**config.mk**
```make
export PLATFORM = sky130hd
export DESIGN_NAME = agu_ntt_param
export DESIGN_NICKNAME = d
export VERILOG_FILES = /design/src/rtl/agu_ntt_pkg.sv /design/src/rtl/agu_order_xlate.sv /design/src/rtl/agu_ntt_param.sv
export SDC_FILE = /design/constraint.sdc
export NUM_CORES = 1
export LEC_CHECK = 0
export ABC_AREA = 1
export BUFFER_PORTS_ARGS = -buffer_cell sky130_fd_sc_hd__buf_2
export CORE_MARGIN = 5
export CORE_UTILIZATION = 50
export CTS_CLUSTER_SIZE = 24
export DETAILED_ROUTE_END_ITERATION = 7
export GPL_TIMING_DRIVEN = 0
export PLACE_DENSITY_LB_ADDON = 0.25
export SYNTH_ARGS = -nofsm -noshare
export SYNTH_HDL_FRONTEND = slang
export SYNTH_SLANG_ARGS = --single-unit
export TNS_END_PERCENT = 30
```
**constraint.sdc**
```tcl
create_clock -name clk -period 2.96 [get_ports clk]
set_clock_uncertainty 0.2 [all_clocks]
set_input_delay 0 -clock clk [delete_from_list [all_inputs] [get_ports clk]]
set_output_delay 0 -clock clk [all_outputs]
set_load 0.02 [all_outputs]
```
**src/rtl/agu_ntt_pkg.sv**
```systemverilog
// Shared types and index helpers for the parametrised NTT address generation unit.
package agu_ntt_pkg;

    typedef enum logic [1:0] {
        IDLE,
        RUN,
        DRAIN
    } state_t;

    localparam logic MODE_FWD = 1'b0;
    localparam logic MODE_INV = 1'b1;

    // Widest coefficient index supported (LOG_N up to 12).
    localparam int unsigned IDX_MAX_W = 12;

    function automatic logic [IDX_MAX_W-1:0] insert_zero_bit(
        input logic [IDX_MAX_W-1:0] j,
        input int unsigned          p
    );
        logic [IDX_MAX_W-1:0] low_mask;
        low_mask = (IDX_MAX_W'(1) << p) - IDX_MAX_W'(1);
        return ((j & ~low_mask) << 1) | (j & low_mask);
    endfunction

    function automatic logic xor_reduce_bank(input logic [IDX_MAX_W-1:0] idx);
        return ^idx;
    endfunction

endpackage

```
**src/rtl/agu_order_xlate.sv**
```systemverilog
// Output stage: translates (stage, j, mode) into bank/address/twiddle and holds it
// under valid/ready backpressure.
module agu_order_xlate
    import agu_ntt_pkg::*;
#(
    parameter int unsigned LOG_N = 8,
    parameter int unsigned MA_W  = LOG_N - 1,
    parameter int unsigned ST_W  = $clog2(LOG_N)
) (
    input  logic             clk,
    input  logic             rst_n,
    input  logic             flush,
    input  logic             mode,
    input  logic             in_valid,
    output logic             in_ready,
    input  logic [ST_W-1:0]  in_stage,
    input  logic [MA_W-1:0]  in_j,
    input  logic             in_last,
    input  logic             out_ready,
    output logic             out_valid,
    output logic [MA_W-1:0]  ma0,
    output logic [MA_W-1:0]  ma1,
    output logic             bn0,
    output logic             bn1,
    output logic [LOG_N-1:0] tw_idx,
    output logic [ST_W-1:0]  stage,
    output logic             last
);

    int unsigned          p;
    logic [IDX_MAX_W-1:0] idx0;
    logic [IDX_MAX_W-1:0] idx1;
    logic [LOG_N-1:0]     tw_next;

    always_comb begin
        p       = (mode == MODE_INV) ? 32'(in_stage) : LOG_N - 1 - 32'(in_stage);
        idx0    = insert_zero_bit(IDX_MAX_W'(in_j), p);
        idx1    = idx0 | (IDX_MAX_W'(1) << p);
        tw_next = (LOG_N'(1) << (LOG_N - 1 - p)) + (LOG_N'(in_j) >> p);
    end

    assign in_ready = !out_valid || out_ready;

    always_ff @(posedge clk or negedge rst_n) begin
        if (!rst_n) begin
            out_valid <= 1'b0;
            ma0       <= '0;
            ma1       <= '0;
            bn0       <= 1'b0;
            bn1       <= 1'b0;
            tw_idx    <= '0;
            stage     <= '0;
            last      <= 1'b0;
        end else if (flush) begin
            out_valid <= 1'b0;
        end else if (in_ready) begin
            out_valid <= in_valid;
            if (in_valid) begin
                ma0    <= idx0[LOG_N-1:1];
                ma1    <= idx1[LOG_N-1:1];
                bn0    <= xor_reduce_bank(idx0);
                bn1    <= xor_reduce_bank(idx1);
                tw_idx <= tw_next;
                stage  <= in_stage;
                last   <= in_last;
            end
        end
    end

endmodule

```
**src/rtl/agu_ntt_param.sv**
```systemverilog
// Radix-2 in-place NTT/INTT address generator: run FSM, (stage, j) counters and
// pipeline stage A feeding the translation stage.
module agu_ntt_param
    import agu_ntt_pkg::*;
#(
    parameter int unsigned LOG_N     = 8,
    parameter int unsigned NUM_STAGE = LOG_N,
    parameter int unsigned MA_W      = LOG_N - 1,
    parameter int unsigned ST_W      = $clog2(LOG_N)
) (
    input  logic             clk,
    input  logic             rst_n,
    input  logic             start,
    input  logic             mode,
    input  logic             abort,
    input  logic             out_ready,
    output logic             out_valid,
    output logic [MA_W-1:0]  ma0,
    output logic [MA_W-1:0]  ma1,
    output logic             bn0,
    output logic             bn1,
    output logic [LOG_N-1:0] tw_idx,
    output logic [ST_W-1:0]  stage,
    output logic             last,
    output logic             done,
    output logic             busy
);

    state_t          state;
    logic            mode_q;
    logic [MA_W-1:0] j_cnt;
    logic [ST_W-1:0] s_cnt;
    logic            a_valid;
    logic [ST_W-1:0] a_stage;
    logic [MA_W-1:0] a_j;
    logic            a_last;
    logic            x_ready;
    logic            a_ready;
    logic            final_pair;

    assign a_ready    = !a_valid || x_ready;
    assign final_pair = (j_cnt == '1) && (s_cnt == ST_W'(NUM_STAGE - 1));

    always_ff @(posedge clk or negedge rst_n) begin
        if (!rst_n) begin
            state   <= IDLE;
            mode_q  <= MODE_FWD;
            j_cnt   <= '0;
            s_cnt   <= '0;
            a_valid <= 1'b0;
            a_stage <= '0;
            a_j     <= '0;
            a_last  <= 1'b0;
            done    <= 1'b0;
            busy    <= 1'b0;
        end else begin
            done <= 1'b0;
            if (abort && state != IDLE) begin
                state   <= IDLE;
                a_valid <= 1'b0;
                busy    <= 1'b0;
            end else begin
                case (state)
                    IDLE: begin
                        if (start && !abort) begin
                            mode_q <= mode;
                            j_cnt  <= '0;
                            s_cnt  <= '0;
                            busy   <= 1'b1;
                            state  <= RUN;
                        end
                    end
                    RUN: begin
                        // j wraps and s steps on the same load, so stages run back to back.
                        if (a_ready) begin
                            a_valid <= 1'b1;
                            a_stage <= s_cnt;
                            a_j     <= j_cnt;
                            a_last  <= final_pair;
                            j_cnt   <= j_cnt + MA_W'(1);
                            if (j_cnt == '1) begin
                                s_cnt <= s_cnt + ST_W'(1);
                            end
                            if (final_pair) begin
                                state <= DRAIN;
                            end
                        end
                    end
                    DRAIN: begin
                        if (a_ready) begin
                            a_valid <= 1'b0;
                        end
                        if (out_valid && out_ready && last) begin
                            state <= IDLE;
                            done  <= 1'b1;
                            busy  <= 1'b0;
                        end
                    end
                    default: state <= IDLE;
                endcase
            end
        end
    end

    agu_order_xlate #(
        .LOG_N (LOG_N),
        .MA_W  (MA_W),
        .ST_W  (ST_W)
    ) u_xlate (
        .clk       (clk),
        .rst_n     (rst_n),
        .flush     (abort),
        .mode      (mode_q),
        .in_valid  (a_valid),
        .in_ready  (x_ready),
        .in_stage  (a_stage),
        .in_j      (a_j),
        .in_last   (a_last),
        .out_ready (out_ready),
        .out_valid (out_valid),
        .ma0       (ma0),
        .ma1       (ma1),
        .bn0       (bn0),
        .bn1       (bn1),
        .tw_idx    (tw_idx),
        .stage     (stage),
        .last      (last)
    );

endmodule

```
**Yosys cells after proc, flatten, opt, wreduce, memory -nomap -nowiden**

Index checks and enable logic that the tools add are counted.

- Output and inout port bits: 31
- Input port bits: 6
- Logic and storage cells: 99
- Register bits: 56

- Reductions and logical operators: 26
- Mux-type cells: 27
- Add/sub/neg operators: 6
- Bitwise operators: 7
- Shift-type cells: 3
- Eq/ne operators: 12

Operators by type and width:

| kind | count |
|---|---|
| $mux 32 | 1 |
| $shl 1x32->12 const A | 1 |
| $shl 1x32->8 const A | 1 |
| $shr 7x32->8 | 1 |
| $sub 3x32->32 const A | 1 |
| $or 12x12->12 | 2 |
| $reduce_xor 12->1 | 2 |
| $ne 3x3->1 const B | 5 |
| $reduce_and 3->1 | 5 |
| $mux 7 | 2 |
| $pmux 7 s2 | 1 |
| $and 7x12->12 | 1 |
| $sub 12x2->12 const B | 1 |
| $and 7x11->11 | 1 |
| $mux 1 | 11 |
| $not 11->11 | 1 |
| $mux 2 | 5 |
| $mux 3 | 3 |
| $add 8x8->8 | 1 |
| $reduce_and 4->1 | 2 |
| $add 7x1->7 const B | 1 |
| $eq 7x7->1 const B | 1 |
| $ne 2x2->1 const B | 3 |
| $pmux 2 s3 | 1 |
| other kinds (15) | 27 |

**Depth between registers and ports, before layout**

- Depth in word-level cells: 9
- Depth in mapped cells: 20

**Cells and area by module**

Synthesis repeated with hierarchy kept, for this count alone.

- Cells, all modules: 481
- Area, all modules: 3564.7 um^2

By module, submodules not included:

| module | times used | cells an instance | area an instance (um^2) |
|---|---|---|---|
| agu_order_xlate | 1 | 316 | 2232.1 |
| agu_ntt_param | 1 | 165 | 1332.5 |

**Worst setup path after synthesis**

No wires, ideal clock.

- Path kind: reg2reg
- From: reg mode_q
- To: reg u_xlate.tw_idx[6]
- Slack: 0.103 ns
- Library setup time: 0.129 ns
- Data arrival time: 2.529 ns
- Stages on the path, launching flop included: 16
- Data required time: 2.631 ns
- Buffers on the path: 1
- Path through: dfrtp_1 -> inv_2 -> nand2_2 -> nand2_4 -> buf_6 -> o21ai_0 -> a21oi_1 -> a221oi_1 -> ha_1 -> inv_1 -> fa_1 -> o21bai_1 -> nand2_2 -> o21ai_2 -> xnor2_1 -> o21ai_1

- Cells in the longest elaborated chain, start to end: 4
- Elaborated cells on any way between the ends: 5
- Classes of those cells: add/sub: 2; shift: 2; mux: 1

Ends and longest elaborated chain:

| element | line | source |
|---|---|---|
| from (decl) | agu_ntt_param.sv:30 | `logic mode_q;` |
| from (signal assigned) | agu_ntt_param.sv:66 | `mode_q <= mode;` |
| $mux 32 * | agu_order_xlate.sv:36 | `p = (mode == MODE_INV) ? 32'(in_stage) : LOG_N - 1 - 32'(in_stage);` |
| $sub 3x32->32 | agu_order_xlate.sv:39 | `tw_next = (LOG_N'(1) << (LOG_N - 1 - p)) + (LOG_N'(in_j) >> p);` |
| $shl 1x32->8 | agu_order_xlate.sv:39 |  |
| $add 8x8->8 * | agu_order_xlate.sv:39 |  |
| to (signal assigned) | agu_order_xlate.sv:63 | `tw_idx <= tw_next;` |
| to (decl) | agu_order_xlate.sv:25 | `output logic [LOG_N-1:0] tw_idx,` |

Every way passes the cells marked *; elsewhere a longest branch is shown, timed or not.
A chain may end at the register's enable or synchronous reset.

**Worst setup path after layout**

Same ends and word-level chain as after synthesis.

==> out/metrics.cfg <==
[drt]
dr.pass1.iters = 4
wl_per_cell_um = 13.5
via_per_inst = 5.18
vias = 2943
postRouteAntennaNets = 0
wl_um = 7680
drt_iter0_markers = 195
drc = 0

[floorplan]
rows = 29
start_util = 0.519
ios = 37
core_um2 = 6390
dieArea_um2 = 8360
die_h_um = 91.5
chipWidth_um = 91.5

[logic_synthesis]
synth-edff-count = 0
yosys.area.top_type_share = 0.422
async_flop_share = 1.00
ys.flop_type = dfrtp_1
ys_top_cells_by_area = dfrtp_1, nand2_1, o21ai_0
ys.warnings.count = 0
post-synth-top-count-cell = nand2_1
ys_seq_area_frac = 0.422
synth.largest_area_cell = dfrtp_1
syn-num-nets = 448
synthesis.area_um2 = 3320
synth_commonest_cells = nand2_1, dfrtp_1, inv_1, o21ai_0, nor2_1
ys_seq_elements = 56
synth_cells = 431
synth.avg_cell_area_um2 = 7.70
ys_types = 39

[critical_path]
slowest_delay_ps = 460
critical_path.max_fanout = 10
cp_cell_sequence = inv_4, nand2_2, nand2_4, buf_8, nand2_1, o21ai_2, a21oi_2, a221oi_2, ha_2, inv_1, fa_2, o21bai_1, nand2_2, o21ai_2, xnor2_1, o21ai_1
start_kind = flop
critPathKind = flop to flop
cp.arrival_ps = 2840
end_kind = flop
slowest_stage = dfrtp_2
worstPathRequired_ps = 2950

[grt]
track_usage = 0.187
antenna_found_initial = 0
grt_pass1_wl_um = 13000
gr-total-overflow = 0
grt_max_degree = 57
first_global_vias = 2799

[clocking]
clk_pin_slew_ps = 100
cts_buffer_depth = 2
cts_tree = yes
insertion_delay_ps = 310
cts_buffers = 5
cts_sinks = 56
h-tree-depth = 2
ctsRootBufferMaster = clkbuf_8

[final_layout]
stdcell_count = 568
syn_to_final_growth_pct = 18.2
nets = 507
fill_cells = 548
drive_above_1_share = 0.226
diodes = 0

[timing]
fmax_ghz = 0.352
slew_headroom = 0.542
setup_viol = 0
hold_violations = 0
rsz0062_at_grt = yes
finalCriticalPeriod_ps = 2840
slew_violations = 0
fin_crit_sh = 0.960
finalSetupTns_ps = 0
tightest_slew_ps = 687

[run]
cap_violations = 0

[place]
place.gp.congestion = 0.929
dp_hpwl_um = 5790
dpl.cell_count = 544
port_buffers = 36

[pwr]
power_density_nw_per_um2 = 781
cellLeakagePower_nw = 2.02
vdd_ir_drop_max_uv = 446

[status]
status = finished clean

[min_path]
hold_path_class = primary input to asynchronous set/reset pin

==> state kept, by name, summed over array words and instances, names as in the netlist, 2 cells and up <==
signal and count:
j_cnt 7, u_xlate.stage 3, a_j 7, state 2, s_cnt 3, u_xlate.tw_idx 8
u_xlate.ma1 7, a_stage 3, u_xlate.ma0 7
==> cells in the final DEF (no fill, tap or decap), types with 2 or more instances in the layout <==
| cell type | n |
|---|---|
| nand2_2 | 11 |
| nand4_1 | 7 |
| nand2_1 | 127 |
| buf_4 | 8 |
| inv_2 | 7 |
| a21oi_1 | 9 |
| nand3_2 | 5 |
| clkbuf_1 | 6 |
| nor3_1 | 3 |
| buf_2 | 36 |
| nand2_4 | 9 |
| clkbuf_8 | 5 |
| o21ai_0 | 34 |
| dlygate4sd3_1 | 8 |
| o21ai_2 | 4 |
| a31oi_1 | 7 |
| dfrtp_1 | 55 |
| ha_1 | 9 |
| o21ai_1 | 7 |
| o211ai_1 | 2 |
| nor2_1 | 26 |
| nor2_2 | 6 |
| nand3b_1 | 3 |
| xor2_1 | 4 |
| inv_4 | 2 |
| nor2_4 | 2 |
| inv_1 | 45 |
| o21bai_1 | 3 |
| nand3_1 | 20 |
==> routing by layer <==
layer | global-route usage | wire, um | share of wire | up-vias
met5 | 0 | 0 | 0 | -
met4 | 0.0611 | 70 | 0.0091 | 0
met3 | 0.0314 | 268 | 0.035 | 6
met2 | 0.327 | 3890 | 0.51 | 60
met1 | 0.232 | 3450 | 0.45 | 1362
li1 | - | - | - | 1515
==> per-stage QoR <==
stage	total power, mW	instance area [um^2]	hold WS [ps]	setup slack (ps)	utilization
after global routing	3.30	3920	128	-28.4	0.614
after CTS	3.01	3830	292	7.06	0.600
after detailed placement	2.46	3590	11.4	-213	0.563
after floorplan	2.08	3320	-496	103	-
after global placement	2.42	3590	10.5	-195	0.563
final	3.06	3920	78.0	117	0.614
==> timing repair <==
action,4_1_cts,5_1_grt
setup buffers,3,5
gates resized for setup,10,16
hold buffers,8,0
hold endpoints to repair,66,0
setup endpoints to repair,4,4
pin swaps,5,7
==> cell type report <==
cell class	count	area [um^2]	share of cell area
tap	77	96.3	0.0246
timing repair buffer	52	327	0.0833
sequential	56	1400	0.358
buffer	8	42.5	0.0109
clock inverter	3	42.5	0.0109
inverter	54	208	0.0530
multi-input combinational	313	1730	0.442
clock buffer	5	68.8	0.0176
==> worst max-delay path, delay by kind of cell (launching register included) <==
family | cells | cell delay (ps)
simple gates | 4 | 320
xor+xnor | 1 | 120
flops | 1 | 460
compound gates | 6 | 760
fa+ha+maj | 2 | 590
buf+inv | 3 | 300
==> cell families after synthesis <==
family                   Yosys count  synth area share
flip-flops                        56             0.422
XOR/XNOR                           5            0.0132
AO/OA/AOI/OAI                     72             0.126
AND/OR/NAND/NOR                  225             0.321
buffers and inverters             62            0.0736
adder cells (fa/ha/maj)           11            0.0438
==> worst paths after layout <==
kind	from	endpoint	slack (ps)	cells after the start
setup / recovery	mode_q	u_xlate.tw_idx[6]	120	16
hold / removal	rst_n	u_xlate.tw_idx[7]	80	2
setup reg to reg	mode_q	u_xlate.tw_idx[6]	120	16
hold reg to reg	u_xlate.ma0[0]	u_xlate.ma0[0]	290	2
max in group asynchronous	rst_n	mode_q	2000	2
min in group clk	u_xlate.ma0[0]	u_xlate.ma0[0]	290	2
==> power by group <==
group	switching, mW	internal [mW]	total [mW]
Sequential	0.121	0.962	1.08
Combinational	0.957	0.521	1.48
Clock	0.250	0.251	0.500
Total	1.33	1.73	3.06
Note: power is estimated with default switching activity, not from simulation.
